==> config.mk <==
export PLATFORM = sky130hd
export DESIGN_NAME = multicycle_controller
export DESIGN_NICKNAME = d
export VERILOG_FILES = /design/src/rtl/mips_ctrl_pkg.sv /design/src/rtl/ctrl_outdec.sv /design/src/rtl/multicycle_controller.sv
export SDC_FILE = /design/constraint.sdc
export NUM_CORES = 1
export LEC_CHECK = 0
export BUFFER_PORTS_ARGS = -buffer_cell sky130_fd_sc_hd__buf_2
export CAP_MARGIN = 10
export CORE_MARGIN = 3
export CORE_UTILIZATION = 47
export CTS_CLUSTER_SIZE = 25
export DETAILED_ROUTE_END_ITERATION = 10
export PLACE_DENSITY = 0.78
export SYNTH_ARGS = -nofsm -noshare
export SYNTH_HDL_FRONTEND = slang
export SYNTH_SLANG_ARGS = --single-unit
==> constraint.sdc <==
create_clock -name clk -period 1.6 [get_ports clk]
set_input_delay 0.32 -clock clk [delete_from_list [all_inputs] [get_ports clk]]
set_output_delay 0.32 -clock clk [all_outputs]
set_load 0.01 [all_outputs]
==> src/rtl/mips_ctrl_pkg.sv <==
// mips_ctrl_pkg: state encoding, opcodes and control-word types for the multicycle MIPS controller
package mips_ctrl_pkg;
   typedef enum logic [3:0] {
      FETCH   = 4'd0,
      DECODE  = 4'd1,
      MEMADR  = 4'd2,
      MEMRD   = 4'd3,
      MEMWB   = 4'd4,
      MEMWR   = 4'd5,
      EXECUTE = 4'd6,
      ALUWB   = 4'd7,
      BRANCH  = 4'd8,
      ADDIEX  = 4'd9,
      ADDIWB  = 4'd10,
      JUMP    = 4'd11,
      ORIEX   = 4'd12,
      ORIWB   = 4'd13
   } state_t;
   localparam state_t RESET_STATE = FETCH;
   localparam logic [5:0] OP_R    = 6'b000000;
   localparam logic [5:0] OP_LW   = 6'b100011;
   localparam logic [5:0] OP_SW   = 6'b101011;
   localparam logic [5:0] OP_BEQ  = 6'b000100;
   localparam logic [5:0] OP_ADDI = 6'b001000;
   localparam logic [5:0] OP_J    = 6'b000010;
   localparam logic [5:0] OP_ORI  = 6'b001101;
   localparam logic [2:0] ALUOP_ADD   = 3'b000;
   localparam logic [2:0] ALUOP_SUB   = 3'b001;
   localparam logic [2:0] ALUOP_RTYPE = 3'b010;
   localparam logic [2:0] ALUOP_OR    = 3'b011;
   localparam logic [1:0] ALUSRCB_B     = 2'b00;
   localparam logic [1:0] ALUSRCB_4     = 2'b01;
   localparam logic [1:0] ALUSRCB_IMM   = 2'b10;
   localparam logic [1:0] ALUSRCB_IMMSH = 2'b11;
   localparam logic [1:0] PCSRC_ALU    = 2'b00;
   localparam logic [1:0] PCSRC_ALUOUT = 2'b01;
   localparam logic [1:0] PCSRC_JUMP   = 2'b10;
   typedef struct packed {
      logic [2:0] aluop;
      logic       alusrca;
      logic [1:0] alusrcb;
      logic       zeroext;
      logic [1:0] pcsrc;
      logic       iord;
      logic       irwrite;
      logic       pcwrite;
      logic       branch;
      logic       regwrite;
      logic       regdst;
      logic       memtoreg;
      logic       memwrite;
   } ctrl_t;
endpackage

==> src/rtl/ctrl_outdec.sv <==
// ctrl_outdec: combinational state-to-control-word decode (Moore outputs,
// except FETCH's IR/PC loads which wait for the memory to complete)
module ctrl_outdec
   import mips_ctrl_pkg::*;
(
   input  state_t state,
   input  logic   mem_ready,
   output ctrl_t  ctrl
);
   always_comb begin
      ctrl = '0;
      case (state)
         FETCH: begin
            ctrl.alusrcb = ALUSRCB_4;
            ctrl.irwrite = mem_ready;
            ctrl.pcwrite = mem_ready;
         end
         DECODE: ctrl.alusrcb = ALUSRCB_IMMSH;
         MEMADR: begin
            ctrl.alusrca = 1'b1;
            ctrl.alusrcb = ALUSRCB_IMM;
         end
         MEMRD: ctrl.iord = 1'b1;
         MEMWB: begin
            ctrl.memtoreg = 1'b1;
            ctrl.regwrite = 1'b1;
         end
         MEMWR: begin
            ctrl.iord     = 1'b1;
            ctrl.memwrite = 1'b1;
         end
         EXECUTE: begin
            ctrl.alusrca = 1'b1;
            ctrl.alusrcb = ALUSRCB_B;
            ctrl.aluop   = ALUOP_RTYPE;
         end
         ALUWB: begin
            ctrl.regdst   = 1'b1;
            ctrl.regwrite = 1'b1;
         end
         BRANCH: begin
            ctrl.alusrca = 1'b1;
            ctrl.aluop   = ALUOP_SUB;
            ctrl.pcsrc   = PCSRC_ALUOUT;
            ctrl.branch  = 1'b1;
         end
         ADDIEX: begin
            ctrl.alusrca = 1'b1;
            ctrl.alusrcb = ALUSRCB_IMM;
         end
         ADDIWB: ctrl.regwrite = 1'b1;
         JUMP: begin
            ctrl.pcsrc   = PCSRC_JUMP;
            ctrl.pcwrite = 1'b1;
         end
         ORIEX: begin
            ctrl.alusrca = 1'b1;
            ctrl.alusrcb = ALUSRCB_IMM;
            ctrl.zeroext = 1'b1;
            ctrl.aluop   = ALUOP_OR;
         end
         ORIWB: ctrl.regwrite = 1'b1;
         default: ctrl = '0;
      endcase
   end
endmodule

==> src/rtl/multicycle_controller.sv <==
// multicycle_controller: Moore FSM sequencing the multicycle MIPS datapath
// with a mem_ready stall handshake on the shared memory
module multicycle_controller
   import mips_ctrl_pkg::*;
(
   input  logic       clk,
   input  logic       reset,
   input  logic [5:0] op,
   input  logic       zero,
   input  logic       mem_ready,
   output logic [2:0] aluop,
   output logic       alusrca,
   output logic [1:0] alusrcb,
   output logic       zeroext,
   output logic [1:0] pcsrc,
   output logic       iord,
   output logic       irwrite,
   output logic       pcen,
   output logic       regwrite,
   output logic       regdst,
   output logic       memtoreg,
   output logic       memwrite,
   output logic       illegal_op,
   output logic [3:0] state
);
   state_t state_q, state_d;
   logic   op_bad;
   ctrl_t  ctrl;
   always_ff @(posedge clk) begin
      state_q <= reset ? RESET_STATE : state_d;
   end
   always_comb begin
      state_d = FETCH;
      op_bad  = 1'b0;
      case (state_q)
         FETCH:   state_d = mem_ready ? DECODE : FETCH;
         DECODE: begin
            case (op)
               OP_LW, OP_SW: state_d = MEMADR;
               OP_R:         state_d = EXECUTE;
               OP_BEQ:       state_d = BRANCH;
               OP_ADDI:      state_d = ADDIEX;
               OP_ORI:       state_d = ORIEX;
               OP_J:         state_d = JUMP;
               default:      op_bad  = 1'b1;
            endcase
         end
         MEMADR:  state_d = (op == OP_LW) ? MEMRD : MEMWR;
         MEMRD:   state_d = mem_ready ? MEMWB : MEMRD;
         MEMWR:   state_d = mem_ready ? FETCH : MEMWR;
         EXECUTE: state_d = ALUWB;
         ADDIEX:  state_d = ADDIWB;
         ORIEX:   state_d = ORIWB;
         default: state_d = FETCH;
      endcase
   end
   ctrl_outdec u_outdec (
      .state     (state_q),
      .mem_ready (mem_ready),
      .ctrl      (ctrl)
   );
   // Anything that commits architectural state is suppressed during reset
   assign irwrite    = ~reset & ctrl.irwrite;
   assign pcen       = ~reset & (ctrl.pcwrite | (ctrl.branch & zero));
   assign regwrite   = ~reset & ctrl.regwrite;
   assign memwrite   = ~reset & ctrl.memwrite;
   assign illegal_op = ~reset & op_bad;
   assign aluop      = ctrl.aluop;
   assign alusrca    = ctrl.alusrca;
   assign alusrcb    = ctrl.alusrcb;
   assign zeroext    = ctrl.zeroext;
   assign pcsrc      = ctrl.pcsrc;
   assign iord       = ctrl.iord;
   assign regdst     = ctrl.regdst;
   assign memtoreg   = ctrl.memtoreg;
   assign state      = state_q;
endmodule

; ---- Word level (Yosys, flattened, before mapping)
; Index checks and enable logic that the tools add are counted.
[word_totals]
reg_bits = 4
latchBits = 0
ram_bits = 0
mem_bits_ro = 0
mem_count = 0
[op_classes]
addsub = 0
n_mul = 0
div_mod_pow = 0
order_cmp = 0
n_eq_ne = 19
n_shift = 0
mux = 21
bitwise = 8
reduce_logical = 8
[op_table]
columns = op, count
row1 = case mux 4 bit (8 select lines), 1
row2 = "equality test 4 bit, second input constant", 6
row3 = case mux 4 bit (6 select lines), 1
row4 = "equality test 4 x 3 -> 1 bit, second input constant", 4
row5 = "equality test 6 x 4 -> 1 bit, second input constant", 2
row6 = "equality test 6 bit, second input constant", 2
row7 = 2-to-1 mux 1 bit, 12
row8 = case mux 2 bit (3 select lines), 2
row9 = 2-to-1 mux 3 bit, 3
row10 = "equality test 4 x 2 -> 1 bit, second input constant", 2
row11 = OR reduction 7 bit, 1
row12 = bitwise AND 1 bit, 6
row13 = "equality test 6 x 2 -> 1 bit, second input constant", 1
row14 = "equality test 6 x 3 -> 1 bit, second input constant", 1
row15 = zero test 6 bit, 1
row16 = OR reduction 5 bit, 1
row17 = "equality test 4 x 1 -> 1 bit, second input constant", 1
row18 = zero test 4 bit, 1
row19 = case mux 2 bit (2 select lines), 1
row20 = OR reduction 2 bit, 2
row21 = OR reduction 4 bit, 1
row22 = OR reduction 3 bit, 1
row23 = case mux 1 bit (2 select lines), 1
row24 = NOT 1 bit, 1
row25 = bitwise OR 1 bit, 1

; ---- Logic depth before layout (Yosys ltp)
; Gate-level depths: netlist (run 1).
[depth]
word_depth = 5
ltp_mapped = 5

; ---- Cells and area by module
; From an unflattened synthesis (run 1), not the netlist that was laid out.
[hier_totals]
cells_unflattened = 105
area_unflattened_um2 = 737.0
[by_module_without_submodules]
columns = module, n_inst, cells_per_inst, area_per_inst_um2, seq_area_each_um2
row1 = multicycle_controller, 1, 66, 486.7, 80.1
row2 = ctrl_outdec, 1, 39, 250.2, 0.0

; ---- Worst setup path before layout (run 1)
; No wires, ideal clock.
[synth_path]
path_kind = reg2out
start = reg state_q[0], in the netlist state[0]
end = out pcen
arrival_time_ns = 1.252
required_time_ns = 1.280
slack_ns = 0.028
path_stages_with_launch = 6
n_path_buf = 1
cell_sequence = dfxtp_1 buf_6 nand2_1 a21boi_1 mux2_2 nor3_2
[synth_via]
elab_chain_cells = 5
elab_cells_between_ends = 8
classes_between = eq/ne (2) / mux (2) / bitwise (3) / reduce/logical (1)
[synth_rtl]
columns = element, line_no
row1 = start: declaration, multicycle_controller.sv:26  ; state_t state_q, state_d;
row2 = start signal: assignment, multicycle_controller.sv:30  ; state_q <= reset ? RESET_STATE : state_d;
row3 = equality test 4 bit, ctrl_outdec.sv:12  ; case (state)
row4 = 2-to-1 mux 1 bit, ctrl_outdec.sv:12
row5 = bitwise AND 1 bit, multicycle_controller.sv:64  ; assign pcen = ~reset & (ctrl.pcwrite | (ctrl.branch & zero));
row6 = bitwise OR 1 bit (*), multicycle_controller.sv:64
row7 = bitwise AND 1 bit (*), multicycle_controller.sv:64
row8 = end: declaration, multicycle_controller.sv:18  ; output logic pcen,
; Every way passes the cells marked *; elsewhere a longest branch is shown, timed or not.

; ---- Worst setup path after layout (run 1)
[layout_path]
start = reg state_q[1], in the netlist state[1]
end = out pcen
; The elaborated chain is that of the path after synthesis.

==> metrics.md, run 1 <==
| Metric | Value |
|---|---|
| Lkg Pwr | `roughly 0.50 nW` |
| Total Power | `387.2 uW` |
| Hold Crit Class | `in2reg` |
| Wire length per cell | `about 15 um` |
| FF-to-FF setup slack | `0.15 ns` |
| Violated checks | `negative setup slack` |
| Vias per cell | `~6.0` |
| Clk buf depth | `2` |
| Starting Density | `a little over half` |
| Final Hold Viols | `0` |
| Distinct cells, synth | `50` |
| Post-Synth Adder-Cell Area | `under 10%` |
| Area grow syn2layout | `49.25%` |
| Final critical-path share of the clock period | `109.1%` |
| Combinational share of power | `between 30% and 40%` |
| Cell area power density | `~340 nW/um2` |
| Net switching power | `128.8 uW` |
| Worst hold stages | `4` |
| Final std cells w/o fill | `about 160` |
| Multiplexer share of the synthesized area | `between 2 and 3%` |
| Maximum clock frequency | `~570 MHz` |
| Hold EP | `state[3]$_SDFF_PP0_` |
| Post-route minimum period | `1.746 ns` |
| Drt drc | `0` |
| Placer congestion estimate | `0.8136` |
| Fin nets | `between 150 and 200` |
| R2r worst-path depth | `6` |
| CP Max Fanout | `5` |
| Reg2reg end | `state[2]$_SDFF_PP0_` |
| Row count | `13` |
| Worst Path Arrival | `1.43 ns` |
| HPWL Detailed | `around 1.7 mm` |
| Net Sw Frac | `33.28%` |
| Drt pass-1 iters | `4` |
| # H-tree levels | `1` |
| # setup viols final | `5` |
| Grt ovf | `0` |
| Initial antenna violation count | `0` |
| Yosys reg bits | `4` |
| Die W | `roughly 46 um` |
| Clock Latency Late Sink | `roughly 0.24 ns` |
| Critical path's largest stage delay | `approximately 0.35 ns` |
| Synth Warn # | `0` |
| Reg clk slew, reported paths | `roughly 0.04 ns` |
| Slowest cell on crit path | `dfxtp_4` |
| Global-route wire length before repair | `around 4.0 mm` |
| Final Skew | `roughly 0.0084 ns` |
| Flop pwr share | `approximately 27%` |
| Final worst slack | `-0.1458 ns` |
| Post-Syn Area per Cell | `7.255 um2` |
| Via count | `980` |
| Vias in the first global route | `between 900 and 1000` |
| Top FF cell, synth | `dfxtp_1` |
| Clk sinks | `4` |
| Asr flop ratio synth | `0%` |
| Layout cell share with drive strength beyond 1 | `58.11%` |
| Maxcap violations | `0` |
| Data required time of the worst path | `~1.3 ns` |
| Placed Instance Area | `between 900 and 1000 um2` |
| Die area | `2122 um2` |
| # IOs | `31` |
| Total core area | `1399 um2` |
| CTS tree | `built` |
| Synth Area in Compound Gates | `25.54%` |
| CP Buf/Inv Count | `2` |
| Port bufs | `29` |
| Largest net degree at the start of global routing | `15` |
| Placed cell count | `approximately 150` |
| 1st-iter DRT viols | `23` |
| RSZ-0062 raised after global routing | `yes` |
| Largest family of logic cells by synthesized area | `simple AND/OR/NAND/NOR gates` |
| CP delay by family, top | `flip-flops` |
| Synth Instances | `104` |
| CTS buffer count | `3` |
| Number of synthesized flops with an enable pin | `0` |
| CP Launch Type | `flop` |
| Die height | `around 46 um` |
| Gr usage total | `roughly a quarter` |
| Xor/xnor cell area share of the yosys netlist | `about 3.5%` |
| CTS root buf | `clkbuf_4` |
| Max rail drop VDD | `~0.22 mV` |
| Clock network fraction of total power | `33.1%` |
| Status | `complete, but fails checks` |
| Hold Crit Start | `op[4]` |
| Antenna Violating Nets Remaining | `0` |
| Largest register FFs | `4` |
| Synthesized area | `between 700 and 800 um2` |
| Syn_nets | `approximately 110` |
| # diodes | `0` |
| Sequential share of the synthesized area | `a little over a tenth` |
| Worst reg2reg startpoint | `state[0]$_SDFF_PP0_` |
| Worst path cell trace | `buf_6 > nor2_4 > a21boi_1 > mux2_2 > nor3_2 > buf_2` |
| WL final | `~2.5 mm` |
| WS Path Type | `reg2out` |
| Final instance area | `1126 um2` |
| Synth Area in Simple Gates | `between 40% and 50%` |
| Setup crit end kind | `output port` |
| Slew Viols, Final | `0` |
| Internal Power | `~260 uW` |
-- per-layer routing --
metal / GRT usage [%] / wire, um / vias to the layer above
met1: 26.81 / 1056 / 465
met3: 2.344 / 117 / 5
met5: 0 / 0 / -
li1: - / - / 473
met2: 50.27 / 1306 / 37
met4: 11.36 / 44 / 0
-- cell type report --
cell class              instances  area (um2)
clock buffers                   3       22.52
fillers                        97       272.8
multi-input cells              88       661.9
repair buffers                 51       317.8
well taps                      15       18.77
flip-flops and latches          4       92.59
inverters                       2       12.51
-- timing repair --
action,CTS,global route
pin swaps,3,5
hold buffers,0,0
setup endpoints to repair,11,10
gates resized for setup,24,7
setup buffers,6,0
-- worst max-delay path by stage --
stage,from,cells past startpoint,endpoint,slack [ns]
finish,state[1]$_SDFF_PP0_,6,pcen,-0.15
global placement,state[1]$_SDFF_PP0_,4,regwrite,0.03
CTS,state[1]$_SDFF_PP0_,6,pcen,-0.14
detailed placement,state[1]$_SDFF_PP0_,4,regwrite,0.008
global route,state[1]$_SDFF_PP0_,6,pcen,-0.17
floorplan,state[0]$_SDFF_PP0_,5,pcen,0.03
-- cells by family after synthesis --
family / Yosys count
xor gates and xnor gates: 3
other: 1
adders and majority gates: 1
buffers and inverters: 12
DFF: 4
muxes: 2
and+or+nand+nor: 55
AOI/OAI and AO/OA: 26
-- per-stage QoR --
step / utilization [%] / worst slack [ns] / hold WS (ns) / setup TNS [ns]
CTS: 79.25 / -0.1365 / 0.4888 / -0.5787
global route: 80.50 / -0.1719 / 0.5379 / -0.8235
floorplan: - / 0.02814 / 0.5391 / 0
finish: 80.50 / -0.1458 / 0.4902 / -0.4843
detailed placement: 68.07 / 0.007560 / 0.7153 / 0
global placement: 68.07 / 0.02760 / 0.7024 / 0
-- synth_stat cells, drive strengths merged, types with 2 or more instances --
library cell	n	share of area, %
buf	10	11
nor2	10	5.3
nand2b	9	7.8
nor3	9	6.6
o21ai	8	5.3
nand2	5	2.5
a21oi	4	3.6
dfxtp	4	11
nand3	3	2.0
nor2b	3	2.5
nor4	3	2.5
xnor2	3	3.5
a32oi	2	2.3
inv	2	0.99
nand3b	2	2.5
or2	2	1.7
-- power groups by stage --
stage / Sequential [mW] / Clock (mW) / Combinational (mW)
after floorplan: 0.109 / 0 / 0.0873
after global placement: 0.109 / 0 / 0.127
after detailed placement: 0.109 / 0 / 0.130
after CTS: 0.105 / 0.130 / 0.146
after global routing: 0.106 / 0.136 / 0.165
final: 0.105 / 0.128 / 0.154
-- tightest hold or removal path, delay by kind of cell --
family / cells / cell delay, ns
AOI/OAI and AO/OA: 2 / 0.17
buffers and inverters: 1 / 0.13
and+or+nand+nor: 1 / 0.06
-- layout by cell type, fill, tap and decap left out, types with 3 or more instances in the layout --
master,count
a21oi_2,3
buf_2,29
buf_4,20
clkbuf_4,3
dfxtp_4,3
nand2_1,4
nand2b_1,5
nand2b_4,4
nand3_1,3
nor2_1,7
nor2b_1,3
nor3_1,6
o21ai_0,6
xnor2_1,3
No activity file was read; power rests on OpenSTA's default activity.
==> run 2, diff against run 1 <==
- PLACE_DENSITY: 0.78 -> 0.79
- SYNTH_HIERARCHICAL: not set -> 1
==> run 2 against run 1 <==
The run still ends with negative setup slack left. Clock power grew 9%. Synthesized area fell by 2.3%. Maximum frequency up 0.12%. Sequential power about the same. Global-route usage decreased by 0.59 points. Die area down 2.0%. Critical path type is now in2out. Critical endpoint is now illegal_op. Largest cell class unchanged.
==> metrics.md, run 2 <==
| Metric | Value |
|---|---|
| HPWL Detailed | `1.598 mm (-3.9%)` |
| Most common cell after layout, fill and taps aside | `buf_2` |
| Yosys top cell by area | `dfxtp_1` |
| Via count | `954 (-2.7%)` |
| FF-to-FF setup slack | `0.12 ns (-0.03 ns)` |
| Largest net degree at the start of global routing | `12 (-3)` |
| Critical path's largest stage delay | `0.39 ns (+0.04 ns)` |
| Post-Place Worst Slack | `-0.1748 ns (-0.1824 ns)` |
| Max rail drop VDD | `0.2778 mV (+26%)` |
| Violated checks | `negative setup slack` |
| Synth Warn # | `6 (+6)` |
| Most area-consuming cells after synthesis | `dfxtp_1 11%, nand2b_1 6.8%, nor2_1 6.1%` |
| CP delay by family, top | `simple AND/OR/NAND/NOR gates` |
| Total core area | `1383 um2 (-1.2%)` |
| Worst reg2reg startpoint | `state[0]$_SDFF_PP0_` |
| Maxcap violations | `0 (unchanged)` |
| CP Launch Type | `input port` |
| Grt ovf | `0 (unchanged)` |
| Hold EP | `state[3]$_SDFF_PP0_` |
| # H-tree levels | `1 (unchanged)` |
| Top cell type's share of synthesized area | `10.87% (+0.25 points)` |
| Drt drc | `0 (unchanged)` |
| WS Path Type | `in2out` |
| Setup crit start | `op[0]` |
| Worst Path Arrival | `1.42 ns (about the same)` |
| Worst hold stages | `3 (-1)` |
| Yosys reg bits | `4 (unchanged)` |
| # IOs | `31 (unchanged)` |
| CTS root buf | `clkbuf_4` |
| Synth Instances | `105 (+0.96%)` |
| 1st-iter DRT viols | `33 (+43%)` |
| Met1 global-route usage | `26.42% (-0.39 points)` |
| Final worst slack | `-0.1437 ns (+0.002072 ns)` |
| Most frequent cell after synthesis | `nor2_1` |
| Area grow syn2layout | `55.18%` |
| Most frequent cells in the layout | `27 x buf_2, 18 x buf_4, 12 x nor2_1` |
| Sequential share of the synthesized area | `10.87% (+0.25 points)` |
| Clk sinks | `4 (unchanged)` |
| WL final | `2.420 mm (-4.1%)` |
| Hold Crit Class | `in2reg` |
| Starting Density | `53.30% (-0.63 points)` |
| Status | `complete, but fails checks` |
| Maximum clock frequency | `573.5 MHz (+0.12%)` |
| # setup viols final | `6 (+1)` |
| Distinct cells, synth | `40 (-20%)` |
| Die W | `45.60 um (-1.0%)` |
| CTS buffer count | `3 (unchanged)` |
| Reg clk slew, reported paths | `0.05 ns (about the same)` |
| Gr usage total | `25.12% (-0.59 points)` |
| Initial antenna violation count | `0 (unchanged)` |
| Final instance area | `1144 um2 (+1.6%)` |
| CTS tree | `built` |
| Clock Latency Late Sink | `0.25 ns (about the same)` |
| Syn_nets | `115 (+0.88%)` |
| Vias per cell | `5.817 (-3.2%)` |
| Port bufs | `29 (unchanged)` |
| Die height | `45.60 um (-1.0%)` |
| Synthesized area | `737.0 um2 (-2.3%)` |
| Placer congestion estimate | `0.8979 (+10%)` |
| Most frequent cells after synthesis | `12 x nor2_1, 8 x nand2b_1, 8 x nor3_1` |
| # diodes | `0 (unchanged)` |
| Slowest cell on crit path | `or3_4` |
| Setup crit end kind | `output port` |
| GRT Max-Usage Layer | `met2` |
| Total Power | `421.3 uW (+8.8%)` |
| Final Skew | `0.01081 ns (+0.002415 ns)` |
| CP Max Fanout | `4 (-1)` |
| Lkg Pwr | `0.5106 nW (+2.5%)` |
| Clk buf depth | `2 (unchanged)` |
| Data required time of the worst path | `1.28 ns (about the same)` |
| Global-route wire length before repair | `3.850 mm (-3.6%)` |
| Setup TNS | `-0.4307 ns (+0.05357 ns)` |
| Met2 GRT Util | `46.80% (-3.5 points)` |
| Post-route minimum period | `1.744 ns (-0.002072 ns)` |
| Wire length per cell | `14.76 um (-4.7%)` |
| Number of hold buffers added after CTS | `0 (unchanged)` |
| Drt pass-1 iters | `5 (+1)` |
| Die area | `2079 um2 (-2.0%)` |
| R2r worst-path depth | `7 (+1)` |
| Final Hold Viols | `0 (unchanged)` |
| Largest register FFs | `4 (unchanged)` |
| Slew Viols, Final | `0 (unchanged)` |
| Number of synthesized flops with an enable pin | `0 (unchanged)` |
| Reg2reg end | `state[1]$_SDFF_PP0_` |
| CP Buf/Inv Count | `2 (unchanged)` |
| Post-Syn Area per Cell | `7.019 um2 (-3.3%)` |
| Met3 Track Usage GR | `5.138% (+2.8 points)` |
| Vias in the first global route | `908 (-1.7%)` |
| Top FF cell, synth | `dfxtp_1` |
| Antenna Violating Nets Remaining | `0 (unchanged)` |
| Asr flop ratio synth | `0% (unchanged)` |
| Cell area power density | `368.4 nW/um2 (+7.1%)` |
| RSZ-0062 raised after global routing | `yes` |
| Hold Crit Start | `reset` |
| Worst path cell trace | `buf_6 > or3_4 > a2111oi_4 > nor4bb_4 > buf_2` |
| Row count | `13 (unchanged)` |
| Fin nets | `161 (+0.63%)` |
| Layout cell share with drive strength beyond 1 | `49.66% (-8.4 points)` |
| Placed Instance Area | `987.2 um2 (+3.7%)` |
| Hold slack final | `0.4687 ns (-0.02150 ns)` |
| Final critical-path share of the clock period | `109.0% (-0.13 points)` |
run 2: changes by cell type after synthesis, sizes merged, moves of 2 or more:
cell | before | now
nor3b | 1 | 4
buf | 10 | 7
clkbuf | 0 | 3
o21ai | 8 | 6
o21bai | 0 | 2
a31oi | 0 | 4
nor2 | 10 | 12
run 2: what timing repair did:
action,4_1_cts,5_1_grt
pin swaps,4,2
endpoints found under the hold margin,0,0
setup buffers,4,2
gates resized for setup,21,6
setup endpoints to repair,8,8
run 2: power breakdown:
group / switching [mW] / internal [mW] / leakage [nW]
Combinational: 0.0853 / 0.0939 / 0.461
Sequential: 0.00486 / 0.0975 / 0.0355
Clock: 0.0549 / 0.0848 / 0.0138
run 2: cell type report:
class                           count  area, um2
Clock buffer                        3      22.52
Fill cell                          86      239.0
Inverter                            3      11.26
Multi-Input combinational cell     88      649.4
Sequential cell                     4      95.09
Tap cell                           15      18.77
Timing Repair Buffer               51      346.6
run 2: logic make-up after synthesis:
kind of cell | after synthesis | share of synthesized area (%)
other cells | 1 | 0.5088
compound gates | 26 | 26.99
xor+xnor | 4 | 4.753
flops | 4 | 10.87
buf+inv | 13 | 10.86
simple gates | 57 | 46.01
run 2: worst max-delay path by stage:
stage / to / slack, ns / depth (start not counted)
final: illegal_op / -0.14 / 5
after global routing: pcen / -0.22 / 7
after CTS: illegal_op / -0.16 / 6
after detailed placement: illegal_op / -0.17 / 5
after global placement: illegal_op / -0.16 / 5
after floorplan: illegal_op / 0.02 / 4
run 2: worst register-to-register path: cells and delay by family (launching register included):
kind / cells / cell delay (ns)
AOI/OAI and AO/OA: 3 / 0.48
buffers and inverters: 3 / 0.39
DFF: 1 / 0.35
and+or+nand+nor: 1 / 0.17
run 2: stage by stage:
stage / utilization, % / std cells
after global routing: 82.71 / 164
final: 82.71 / 164
after floorplan: - / 105
after CTS: 81.09 / 163
after global placement: 71.40 / 156
after detailed placement: 71.40 / 156
run 2: per-layer routing:
metal	share of wire, %	wire [um]
met1	40	973
met2	52	1264
met3	6.5	157
met4	0.99	24
met5	0	0
==> run 3, diff against run 2 <==
- CTS_BUF_LIST: not set -> sky130_fd_sc_hd__clkbuf_16
==> run 3 against run 2 <==
The flow still finishes with violations (negative setup slack). Routed wire length up 21%. Power up 65%. Register-to-register slack better by 0.02 ns. Via count up 9.3%. First-iteration DRC count rose to 2.5 times the previous value. Hold slack better by 0.044 ns. Die area unchanged. Sequential share of layout area down 1.0 points.
==> metrics.md, run 3 (synthesis gave the netlist of run 2 again) <==
| Metric | Value |
|---|---|
| Final worst slack | `-0.1584 ns (-0.01474 ns)` |
| Drt pass-1 iters | `4 (-1)` |
| HPWL Detailed | `1.598 mm (unchanged)` |
| Die W | `45.60 um (unchanged)` |
| Clk buf depth | `2 (unchanged)` |
| Global-route wire length before repair | `4.643 mm (+21%)` |
| Combinational share of power | `27.3% (-15 points)` |
| Most common cell after layout, fill and taps aside | `buf_2` |
| Final critical-path share of the clock period | `109.9% (+0.92 points)` |
| Gr usage total | `31.05% (+5.9 points)` |
| Setup crit end kind | `output port` |
| Slowest cell on crit path | `or3_4` |
| 1st-iter DRT viols | `83 (+150%)` |
| Reg clk slew, reported paths | `0.03 ns (-0.02 ns)` |
| # setup viols final | `7 (+1)` |
| Largest net degree at the start of global routing | `12 (unchanged)` |
| Number of hold buffers added after CTS | `0 (unchanged)` |
| # IOs | `31 (unchanged)` |
| Hold slack final | `0.5122 ns (+0.04351 ns)` |
| Die height | `45.60 um (unchanged)` |
| Post-Place Worst Slack | `-0.1748 ns (unchanged)` |
| CTS buffer count | `3 (unchanged)` |
| Worst Path Arrival | `1.44 ns (+0.02 ns)` |
| Vias in the first global route | `998 (+9.9%)` |
| Post-route minimum period | `1.758 ns (+0.01474 ns)` |
| Flop pwr share | `15.2% (-9.1 points)` |
| Port bufs | `29 (unchanged)` |
| Critical path's largest stage delay | `0.40 ns (about the same)` |
| Grt ovf | `0 (unchanged)` |
| Data required time of the worst path | `1.28 ns (about the same)` |
| Cell area power density | `561.0 nW/um2 (+52%)` |
| Starting Density | `53.30% (unchanged)` |
| Fill count | `61 (-29%)` |
| Layout cell share with drive strength beyond 1 | `54.00% (+4.3 points)` |
| Max rail drop VDD | `0.4451 mV (+60%)` |
| # H-tree levels | `1 (unchanged)` |
| Lkg Pwr | `0.5452 nW (+6.8%)` |
| CP Max Fanout | `4 (unchanged)` |
| CTS tree | `built` |
| Initial antenna violation count | `0 (unchanged)` |
| Final Hold Viols | `0 (unchanged)` |
| CP delay by family, top | `simple AND/OR/NAND/NOR gates` |
| Status | `complete, but fails checks` |
| Total core area | `1383 um2 (unchanged)` |
| Final std cells w/o fill | `165 (+0.61%)` |
| Vias per cell | `6.321 (+8.7%)` |
| CP Buf/Inv Count | `2 (unchanged)` |
| Placer congestion estimate | `0.8979 (unchanged)` |
| Net Sw Frac | `25.50% (-8.9 points)` |
| Slew Viols, Final | `0 (unchanged)` |
| RSZ-0062 raised after global routing | `yes` |
| Final design utilization | `89.41% (+6.7 points)` |
| Final Skew | `0.004657 ns (-0.006151 ns)` |
| Drt drc | `0 (unchanged)` |
| Hold Crit Class | `in2reg` |
| Antenna Violating Nets Remaining | `0 (unchanged)` |
| CTS root buf | `clkbuf_16` |
| Maxcap violations | `0 (unchanged)` |
| Placed cell count | `156 (unchanged)` |
| WL final | `2.919 mm (+21%)` |
| Row count | `13 (unchanged)` |
| Via count | `1043 (+9.3%)` |
| Die area | `2079 um2 (unchanged)` |
| WS Path Type | `in2out` |
| # diodes | `0 (unchanged)` |
| Area grow syn2layout | `67.74%` |
| Fin nets | `162 (+0.62%)` |
| Clk sinks | `4 (unchanged)` |
| Internal Power | `516.6 uW (+87%)` |
| Violated checks | `negative setup slack` |
| Clock network fraction of total power | `57.5% (+24 points)` |
| Wire length per cell | `17.69 um (+20%)` |
| CP Launch Type | `input port` |
| Worst path cell trace | `buf_8 > or3_4 > a2111oi_4 > nor4bb_4 > buf_2` |
| Most frequent cells in the layout | `27 x buf_2, 19 x buf_4, 11 x nor2_1` |
| Maximum clock frequency | `568.7 MHz (-0.84%)` |
| Clock Latency Late Sink | `0.23 ns (-0.02 ns)` |
| Net switching power | `176.9 uW (+22%)` |
| Largest register FFs | `4 (unchanged)` |
[run 3: changes by cell type in the layout (fill, tap and decap cells not counted), sizes merged]
cell / previous run / this run
buf: 51 / 52
[run 3: layout make-up]
type	instances	area (um2)	share of cell area (%)
timing repair buffer	52	357.8	28.95
tap	15	18.77	1.518
inverter	3	11.26	0.9109
multi-input combinational	88	683.2	55.26
sequential	4	90.09	7.287
clock buffer	3	75.07	6.073
[run 3: power groups by stage]
| stage | registers (mW) | logic (mW) | clock network, mW |
|---|---|---|---|
| CTS | 0.106 | 0.177 | 0.399 |
| global route | 0.105 | 0.203 | 0.407 |
| detailed placement | 0.108 | 0.147 | 0 |
| global placement | 0.107 | 0.143 | 0 |
| finish | 0.105 | 0.190 | 0.399 |
| floorplan | 0.109 | 0.0806 | 0 |
[run 3: repair_timing]
action | CTS | global route
pin swaps | 4 | 5
endpoints found under the setup margin | 6 | 9
gates resized for setup | 23 | 10
setup buffers | 6 | 0
[run 3: final timing paths]
kind,startpoint,end,slack (ns),depth (start not counted)
max,op[0],illegal_op,-0.16,5
min reg2reg,state[0]$_SDFF_PP0_,state[3]$_SDFF_PP0_,0.79,3
min,op[4],state[2]$_SDFF_PP0_,0.51,4
max reg2reg,state[0]$_SDFF_PP0_,state[0]$_SDFF_PP0_,0.14,6
[run 3: tightest hold or removal path: stages]
cell and delay [ns]:
buf_2 0.13, nor3_1 0.05, nand3_1 0.09, a31oi_1 0.09
[run 3: through the flow]
stage          instance area [um2]  setup TNS (ns)  power [mW]
2_1_floorplan                752.0               0      0.1896
3_3_place_gp                 987.2         -0.1612      0.2502
3_5_place_dp                 987.2         -0.2084      0.2545
4_1_cts                       1207         -0.2691      0.6826
5_1_grt                       1236         -0.8204      0.7154
6_report                      1236         -0.5295      0.6935
[run 3: metal layers]
layer	share of wire (%)	wire [um]	up-vias	GRT usage (%)
met5	0	0	-	0
met4	3.9	114	0	20.47
met3	8.6	251	15	5.534
met2	49	1420	76	54.60
met1	39	1132	485	33.18
li1	-	-	467	-
